==> src/rtl/lc3_instr_encoder_if.sv <==
// Request/response bus of the LC-3 instruction encoder.
// The master side supplies encode requests and consumes instruction words;
// the slave side is the encoder itself.
interface lc3_instr_encoder_if;
    // Request channel
    logic        in_valid;
    logic        in_ready;
    logic [2:0]  fmt;
    logic [3:0]  opcode;
    logic [2:0]  dr;
    logic [2:0]  sr1;
    logic [2:0]  sr2;
    logic [15:0] value;

    // Instruction word channel
    logic        out_valid;
    logic        out_ready;
    logic [15:0] out_instr;
    logic        out_err;

    modport master (
        output in_valid,
        output fmt,
        output opcode,
        output dr,
        output sr1,
        output sr2,
        output value,
        output out_ready,
        input  in_ready,
        input  out_valid,
        input  out_instr,
        input  out_err
    );

    modport slave (
        input  in_valid,
        input  fmt,
        input  opcode,
        input  dr,
        input  sr1,
        input  sr2,
        input  value,
        input  out_ready,
        output in_ready,
        output out_valid,
        output out_instr,
        output out_err
    );
endinterface

==> src/rtl/lc3_instr_encoder.sv <==
// LC-3 instruction encoder: packs opcode, register fields and a 16-bit signed
// operand into one instruction word, narrowing the operand to the field width
// of the chosen format with a range check. Two registered stages with a
// valid/ready handshake; range/format errors are counted (saturating).
module lc3_instr_encoder #(
    parameter int unsigned ERR_CNT_W = 8,
    parameter bit          STRICT    = 1'b0
) (
    input  logic                 Clk,
    input  logic                 Reset_n,
    lc3_instr_encoder_if.slave   bus,
    output logic [ERR_CNT_W-1:0] err_count
);

    localparam logic [2:0] FmtReg     = 3'd0;
    localparam logic [2:0] FmtImm5    = 3'd1;
    localparam logic [2:0] FmtOff6    = 3'd2;
    localparam logic [2:0] FmtOff9    = 3'd3;
    localparam logic [2:0] FmtOff11   = 3'd4;
    localparam logic [2:0] FmtTrap    = 3'd5;
    localparam logic [2:0] FmtNot     = 3'd6;
    localparam logic [2:0] FmtIllegal = 3'd7;

    // Handshake / control
    logic in_err;
    logic keep_req;
    logic accept;
    logic s2_free;
    logic s2_load;
    logic in_ready_w;
    logic rdy_q;

    // Stage 1: registered request (only the operand bits any format can use)
    logic        s1_valid_q;
    logic [2:0]  s1_fmt_q;
    logic [3:0]  s1_opcode_q;
    logic [2:0]  s1_dr_q;
    logic [2:0]  s1_sr1_q;
    logic [2:0]  s1_sr2_q;
    logic [10:0] s1_value_q;
    logic        s1_err_q;

    // Stage 2: registered instruction word
    logic [15:0] enc_instr;
    logic        s2_valid_q;
    logic [15:0] s2_instr_q;
    logic        s2_err_q;

    logic [ERR_CNT_W-1:0] err_cnt_q;

    // Range/format check of the incoming request; the operand fits a field of
    // width N when bits [15:N-1] are all equal (TRAP is unsigned 8-bit).
    always_comb begin
        in_err = 1'b0;
        case (bus.fmt)
            FmtImm5:    in_err = !(&bus.value[15:4]  || !(|bus.value[15:4]));
            FmtOff6:    in_err = !(&bus.value[15:5]  || !(|bus.value[15:5]));
            FmtOff9:    in_err = !(&bus.value[15:8]  || !(|bus.value[15:8]));
            FmtOff11:   in_err = !(&bus.value[15:10] || !(|bus.value[15:10]));
            FmtTrap:    in_err = |bus.value[15:8];
            FmtIllegal: in_err = 1'b1;
            default:    in_err = 1'b0;
        endcase
    end

    // Handshake: stage 1 may load when it is empty or drains into stage 2 in
    // the same cycle; in_ready depends only on state and out_ready.
    always_comb begin
        s2_free    = !s2_valid_q || bus.out_ready;
        s2_load    = s1_valid_q && s2_free;
        in_ready_w = rdy_q && (!s1_valid_q || s2_free);
        accept     = bus.in_valid && in_ready_w;
        // In strict mode an erroneous request never takes a pipeline slot.
        keep_req   = !(STRICT && in_err);
    end

    // Ready gate: keeps in_ready low until the first clock after reset release.
    always_ff @(posedge Clk or negedge Reset_n) begin
        if (!Reset_n) begin
            rdy_q <= 1'b0;
        end else begin
            rdy_q <= 1'b1;
        end
    end

    // Stage 1: capture an accepted request, or empty when it moves to stage 2.
    always_ff @(posedge Clk or negedge Reset_n) begin
        if (!Reset_n) begin
            s1_valid_q  <= 1'b0;
            s1_fmt_q    <= 3'd0;
            s1_opcode_q <= 4'd0;
            s1_dr_q     <= 3'd0;
            s1_sr1_q    <= 3'd0;
            s1_sr2_q    <= 3'd0;
            s1_value_q  <= 11'd0;
            s1_err_q    <= 1'b0;
        end else if (accept) begin
            s1_valid_q  <= keep_req;
            s1_fmt_q    <= bus.fmt;
            s1_opcode_q <= bus.opcode;
            s1_dr_q     <= bus.dr;
            s1_sr1_q    <= bus.sr1;
            s1_sr2_q    <= bus.sr2;
            s1_value_q  <= bus.value[10:0];
            s1_err_q    <= in_err;
        end else if (s2_load) begin
            s1_valid_q  <= 1'b0;
        end
    end

    // Encode the stage-1 request; out-of-range operands keep their low N bits.
    always_comb begin
        enc_instr = 16'h0000;
        case (s1_fmt_q)
            FmtReg:   enc_instr = {s1_opcode_q, s1_dr_q, s1_sr1_q, 3'b000, s1_sr2_q};
            FmtImm5:  enc_instr = {s1_opcode_q, s1_dr_q, s1_sr1_q, 1'b1, s1_value_q[4:0]};
            FmtOff6:  enc_instr = {s1_opcode_q, s1_dr_q, s1_sr1_q, s1_value_q[5:0]};
            FmtOff9:  enc_instr = {s1_opcode_q, s1_dr_q, s1_value_q[8:0]};
            FmtOff11: enc_instr = {s1_opcode_q, 1'b1, s1_value_q[10:0]};
            FmtTrap:  enc_instr = {s1_opcode_q, 4'b0000, s1_value_q[7:0]};
            FmtNot:   enc_instr = {s1_opcode_q, s1_dr_q, s1_sr1_q, 6'b111111};
            default:  enc_instr = 16'h0000;
        endcase
    end

    // Stage 2: output register, held stable while the consumer stalls.
    always_ff @(posedge Clk or negedge Reset_n) begin
        if (!Reset_n) begin
            s2_valid_q <= 1'b0;
            s2_instr_q <= 16'h0000;
            s2_err_q   <= 1'b0;
        end else if (s2_load) begin
            s2_valid_q <= 1'b1;
            s2_instr_q <= enc_instr;
            s2_err_q   <= s1_err_q;
        end else if (bus.out_ready) begin
            s2_valid_q <= 1'b0;
        end
    end

    // Error counter: one step per accepted erroneous request, saturating.
    always_ff @(posedge Clk or negedge Reset_n) begin
        if (!Reset_n) begin
            err_cnt_q <= '0;
        end else if (accept && in_err && !(&err_cnt_q)) begin
            err_cnt_q <= err_cnt_q + ERR_CNT_W'(1);
        end
    end

    // Output drive.
    always_comb begin
        bus.in_ready  = in_ready_w;
        bus.out_valid = s2_valid_q;
        bus.out_instr = s2_instr_q;
        bus.out_err   = s2_err_q;
        err_count     = err_cnt_q;
    end

endmodule
==> src/flat_wrapper.sv <==
// flat-port wrapper written by rule: the top's interface ports become plain ports
module lc3_instr_encoder_flat 
#(
    parameter int unsigned ERR_CNT_W = 8,
    parameter bit          STRICT    = 1'b0
)
  (Clk, Reset_n, err_count, bus_in_valid, bus_fmt, bus_opcode, bus_dr, bus_sr1, bus_sr2, bus_value, bus_out_ready, bus_in_ready, bus_out_valid, bus_out_instr, bus_out_err);
  lc3_instr_encoder_if bus_i ();
  input  logic Clk;
  input  logic Reset_n;
  output logic [ERR_CNT_W-1:0] err_count;
  input wire logic [$bits(bus_i.in_valid)-1:0] bus_in_valid;
  input wire logic [$bits(bus_i.fmt)-1:0] bus_fmt;
  input wire logic [$bits(bus_i.opcode)-1:0] bus_opcode;
  input wire logic [$bits(bus_i.dr)-1:0] bus_dr;
  input wire logic [$bits(bus_i.sr1)-1:0] bus_sr1;
  input wire logic [$bits(bus_i.sr2)-1:0] bus_sr2;
  input wire logic [$bits(bus_i.value)-1:0] bus_value;
  input wire logic [$bits(bus_i.out_ready)-1:0] bus_out_ready;
  output wire logic [$bits(bus_i.in_ready)-1:0] bus_in_ready;
  output wire logic [$bits(bus_i.out_valid)-1:0] bus_out_valid;
  output wire logic [$bits(bus_i.out_instr)-1:0] bus_out_instr;
  output wire logic [$bits(bus_i.out_err)-1:0] bus_out_err;
  assign bus_i.in_valid = bus_in_valid;
  assign bus_i.fmt = bus_fmt;
  assign bus_i.opcode = bus_opcode;
  assign bus_i.dr = bus_dr;
  assign bus_i.sr1 = bus_sr1;
  assign bus_i.sr2 = bus_sr2;
  assign bus_i.value = bus_value;
  assign bus_i.out_ready = bus_out_ready;
  assign bus_in_ready = bus_i.in_ready;
  assign bus_out_valid = bus_i.out_valid;
  assign bus_out_instr = bus_i.out_instr;
  assign bus_out_err = bus_i.out_err;
  lc3_instr_encoder #(.ERR_CNT_W(ERR_CNT_W), .STRICT(STRICT)) u_core (.Clk(Clk), .Reset_n(Reset_n), .bus(bus_i), .err_count(err_count));
endmodule
==> config.mk <==
export PLATFORM = sky130hd
export DESIGN_NAME = lc3_instr_encoder_flat
export DESIGN_NICKNAME = d
export VERILOG_FILES = /design/src/rtl/lc3_instr_encoder_if.sv /design/src/rtl/lc3_instr_encoder.sv /design/src/flat_wrapper.sv
export SDC_FILE = /design/constraint.sdc
export NUM_CORES = 1
export LEC_CHECK = 0
export CORE_MARGIN = 5
export CORE_UTILIZATION = 49
export DETAILED_ROUTE_END_ITERATION = 8
export PLACE_DENSITY = 0.79
export REMOVE_ABC_BUFFERS = 1
export SYNTH_ARGS = -nofsm -noshare
export SYNTH_HDL_FRONTEND = slang
export SYNTH_SLANG_ARGS = --single-unit
==> constraint.sdc <==
create_clock -name Clk -period 1.9 [get_ports Clk]
set_input_delay 0.19 -clock Clk [delete_from_list [all_inputs] [get_ports Clk]]
set_output_delay 0.19 -clock Clk [all_outputs]
set_load 0.1 [all_outputs]
==> reports/qor.txt <==
Status: finished clean
Achievable Freq: 0.550 GHz
Worst EP required: 2.09 ns
Met3 routed WL: 315 um
Post-CTS Setup Inserts: 0
Setup crit start: bus_fmt[1]
Netlist cell types: 40
Clock-pin slew on the worst setup and hold paths: 0.09 ns
RSZ-0062 raised after global routing: no
DR top layer: met4
Initial antenna violation count: 0
Top cell type's share of synthesized area: 54.4%
Min cycle time layout: 1.82 ns
Area delta synth->final: 34.7%
Post-Syn Area: 2570 um^2
Area leader, netlist: dfrtp_1
Hold Crit Class: in -> reg
Worst setup EP type: flip-flop
Skew final: 0.00705 ns
Post-Syn Instances: 276
Drt pass-1 iters: 4
Commonest non-fill, non-tap cell in the layout: nand2_1
R2r startpoint: u_core.bus.out_valid
Slew Limit Fails: 0
Met2 wire length: 3040 um
GR Util All Layers: 19.9%
Most frequent cells in the layout: 94 x nand2_1, 56 x dfrtp_1, 49 x buf_4, 33 x clkdlybuf4s50_1, 21 x o21ai_0
H-Tree Depth: 2
WS Path Type: in -> reg
Maximum vdd ir drop: 1190 uV
CTS Buf Count: 5
Register area share after synthesis: 54.4%
Via density: 5.32
Total Die Area: 6800 um^2
Worst-path maximum fanout: 4
Post-Place Setup Slack: -0.287 ns
Wl on met1: 2740 um
Worst-Margin Slew: 0.613 ns
Total number of vias: 2277
DRT antenna net count: 0
I/O Buffers: 62
Max clock buf depth: 2
Power Dens Cells: 1300 nW/um^2
Reg2reg end: u_core.err_count[6]
Vias in the first global route: 2289
Row cnt: 26
Initial Util: 50.4%
N_diodes: 0
R2r setup slk: 0.19 ns
CTS Sinks: 56
Max-Cap Viols: 0
First DRT Iteration DRCs: 140
First-pass GRT wire length: 10400 um
Fin area: 3470 um^2
Setup ws final: 0.0823 ns
NumNets Final: 394
GPL Wtd Cong: 0.826
Clk_lat worst skew: 0.31 ns
Die Ht: 82.5 um
Fin crit share: 95.7%
Ys Warns: 0
Worst R2R Path Depth: 6
Pin count of the biggest net entering global routing: 29
Post-detailed-placement cell area: 3360 um^2
Filler cells: 427
End of the critical path: u_core.err_count[1]
Max_slew headroom: 59.1%
Hold Vio Cnt, Final: 0
Total grt overflow: 0
Mean Syn Cell Area: 9.33 um^2
Critical path launch point type: input pin
Total I/O pin count: 63
Final Setup Violations: 0
Post-DP HPWL: 4710 um
DRC viols: 0
CTS tree: built
Die W: 82.5 um
Wire per inst: 14.4 um
#FFs+latches synth: 56
Root buf cell: clkbuf_8
Core ar.: 5110 um^2
Ratio of cells with drive above 1 in the final layout: 18.4%
WL final: 6150 um
Hold Startpoint: bus_fmt[0]
Critical path data arrival time: 2.01 ns
P_leak: 1.66 nW
Top post-synthesis cells by area: dfrtp_1 54%, nand2_1 14%, o21ai_0 4.1%
==> where the power goes <==
group / total [mW] / internal (mW) / leakage (nW) / switching, mW
registers: 1.66 / 1.45 / 0.701 / 0.212
logic: 2.20 / 0.549 / 0.918 / 1.65
clock network: 0.666 / 0.298 / 0.0455 / 0.368
==> sequential cells by signal (all words and copies together), names as in the netlist, 3 cells and up <==
register / count
u_core.s1_opcode_q: 4
u_core.s1_sr2_q: 3
u_core.s1_sr1_q: 3
u_core.s1_fmt_q: 3
u_core.err_count: 8
u_core.bus.out_instr: 16
u_core.s1_value_q: 11
u_core.s1_dr_q: 3
==> worst min-delay path by stage <==
| stage | cells past startpoint | endpoint | slack (ns) |
|---|---|---|---|
| 6_report | 4 | u_core.s1_fmt_q[0] | 0.40 |
| 5_1_grt | 3 | u_core.s1_sr2_q[0] | 0.41 |
| 4_1_cts | 3 | u_core.s1_sr1_q[2] | 0.40 |
| 3_5_place_dp | 1 | u_core.err_count[2] | 0.24 |
| 3_3_place_gp | 1 | u_core.err_count[2] | 0.23 |
| 2_1_floorplan | 0 | u_core.bus.out_err | -0.11 |
==> metrics by stage <==
stage / cells / utilization [%] / total power [mW] / hold slack (ns) / TNS (ns)
floorplan: 263 / - / 3.28 / -0.106 / -8.53
global route: 428 / 67.9 / 4.74 / 0.405 / 0
detailed placement: 419 / 65.8 / 3.89 / 0.236 / -1.94
finish: 428 / 67.9 / 4.52 / 0.397 / 0
global placement: 419 / 65.8 / 3.84 / 0.231 / -1.28
CTS: 428 / 67.7 / 4.55 / 0.398 / 0
==> layout make-up <==
type	count	area [um^2]	share of cell area, %
clock buffers	8	90.1	2.60
flip-flops and latches	56	1400	40.4
inverters	4	15.0	0.433
multi-input cells	203	1110	32.0
repair buffers	87	766	22.1
well taps	70	87.6	2.53
==> per-layer routing <==
layer  global-route usage (%)  vias up
met5                        0        -
met4                     5.39        0
met3                     3.90        4
met2                     33.6       66
met1                     26.2     1092
li1                         -     1115
==> cell families (layout without fill, tap and decap cells) <==
family	after synthesis	after routing	share of synthesized area, %
other	1	1	0.146
AOI/OAI and AO/OA	56	56	14.9
adders and majority gates	1	1	0.486
xor gates and xnor gates	7	7	2.38
and+or+nand+nor	134	134	23.0
buffers and inverters	17	99	2.82
DFF	56	56	54.4
muxes	4	4	1.89
==> critical path, stage by stage <==
cell	delay [ns]
clkdlybuf4s50_1	0.55
nor4bb_1	0.08
or4_1	0.43
o211ai_2	0.20
o211ai_4	0.12
nand2_1	0.13
mux2_4	0.31
==> what timing repair did <==
| action | 4_1_cts | 5_1_grt |
|---|---|---|
| hold endpoints to repair | 25 | 0 |
| resized for setup | 0 | 3 |
| hold buffers | 1 | 0 |
| endpoints found under the setup margin | 0 | 7 |
==> synth_stat cells <==
library cell,instances
mux2_4,1
nand4_1,2
nand2b_1,3
o211ai_2,1
buf_2,1
and4_1,1
o211ai_1,5
o211ai_4,1
nor2b_1,2
o2111ai_1,1
nand3_1,9
inv_1,3
nand2_1,94
ha_1,1
mux2_2,2
conb_1,1
a21oi_1,5
mux2_1,1
clkinv_1,1
nor2_1,5
and2_1,2
a21o_2,1
a32oi_1,1
nor4bb_1,1
a221oi_1,3
nor4_1,3
o31ai_1,6
or4_1,1
a22oi_1,1
dfrtp_1,56
buf_6,1
and3_1,8
nand3b_1,2
a211oi_1,3
o22ai_1,3
o21ai_0,21
nor4b_1,1
clkbuf_1,11
a22o_1,4
xnor2_1,7
Note: power is estimated with default switching activity, not from simulation.
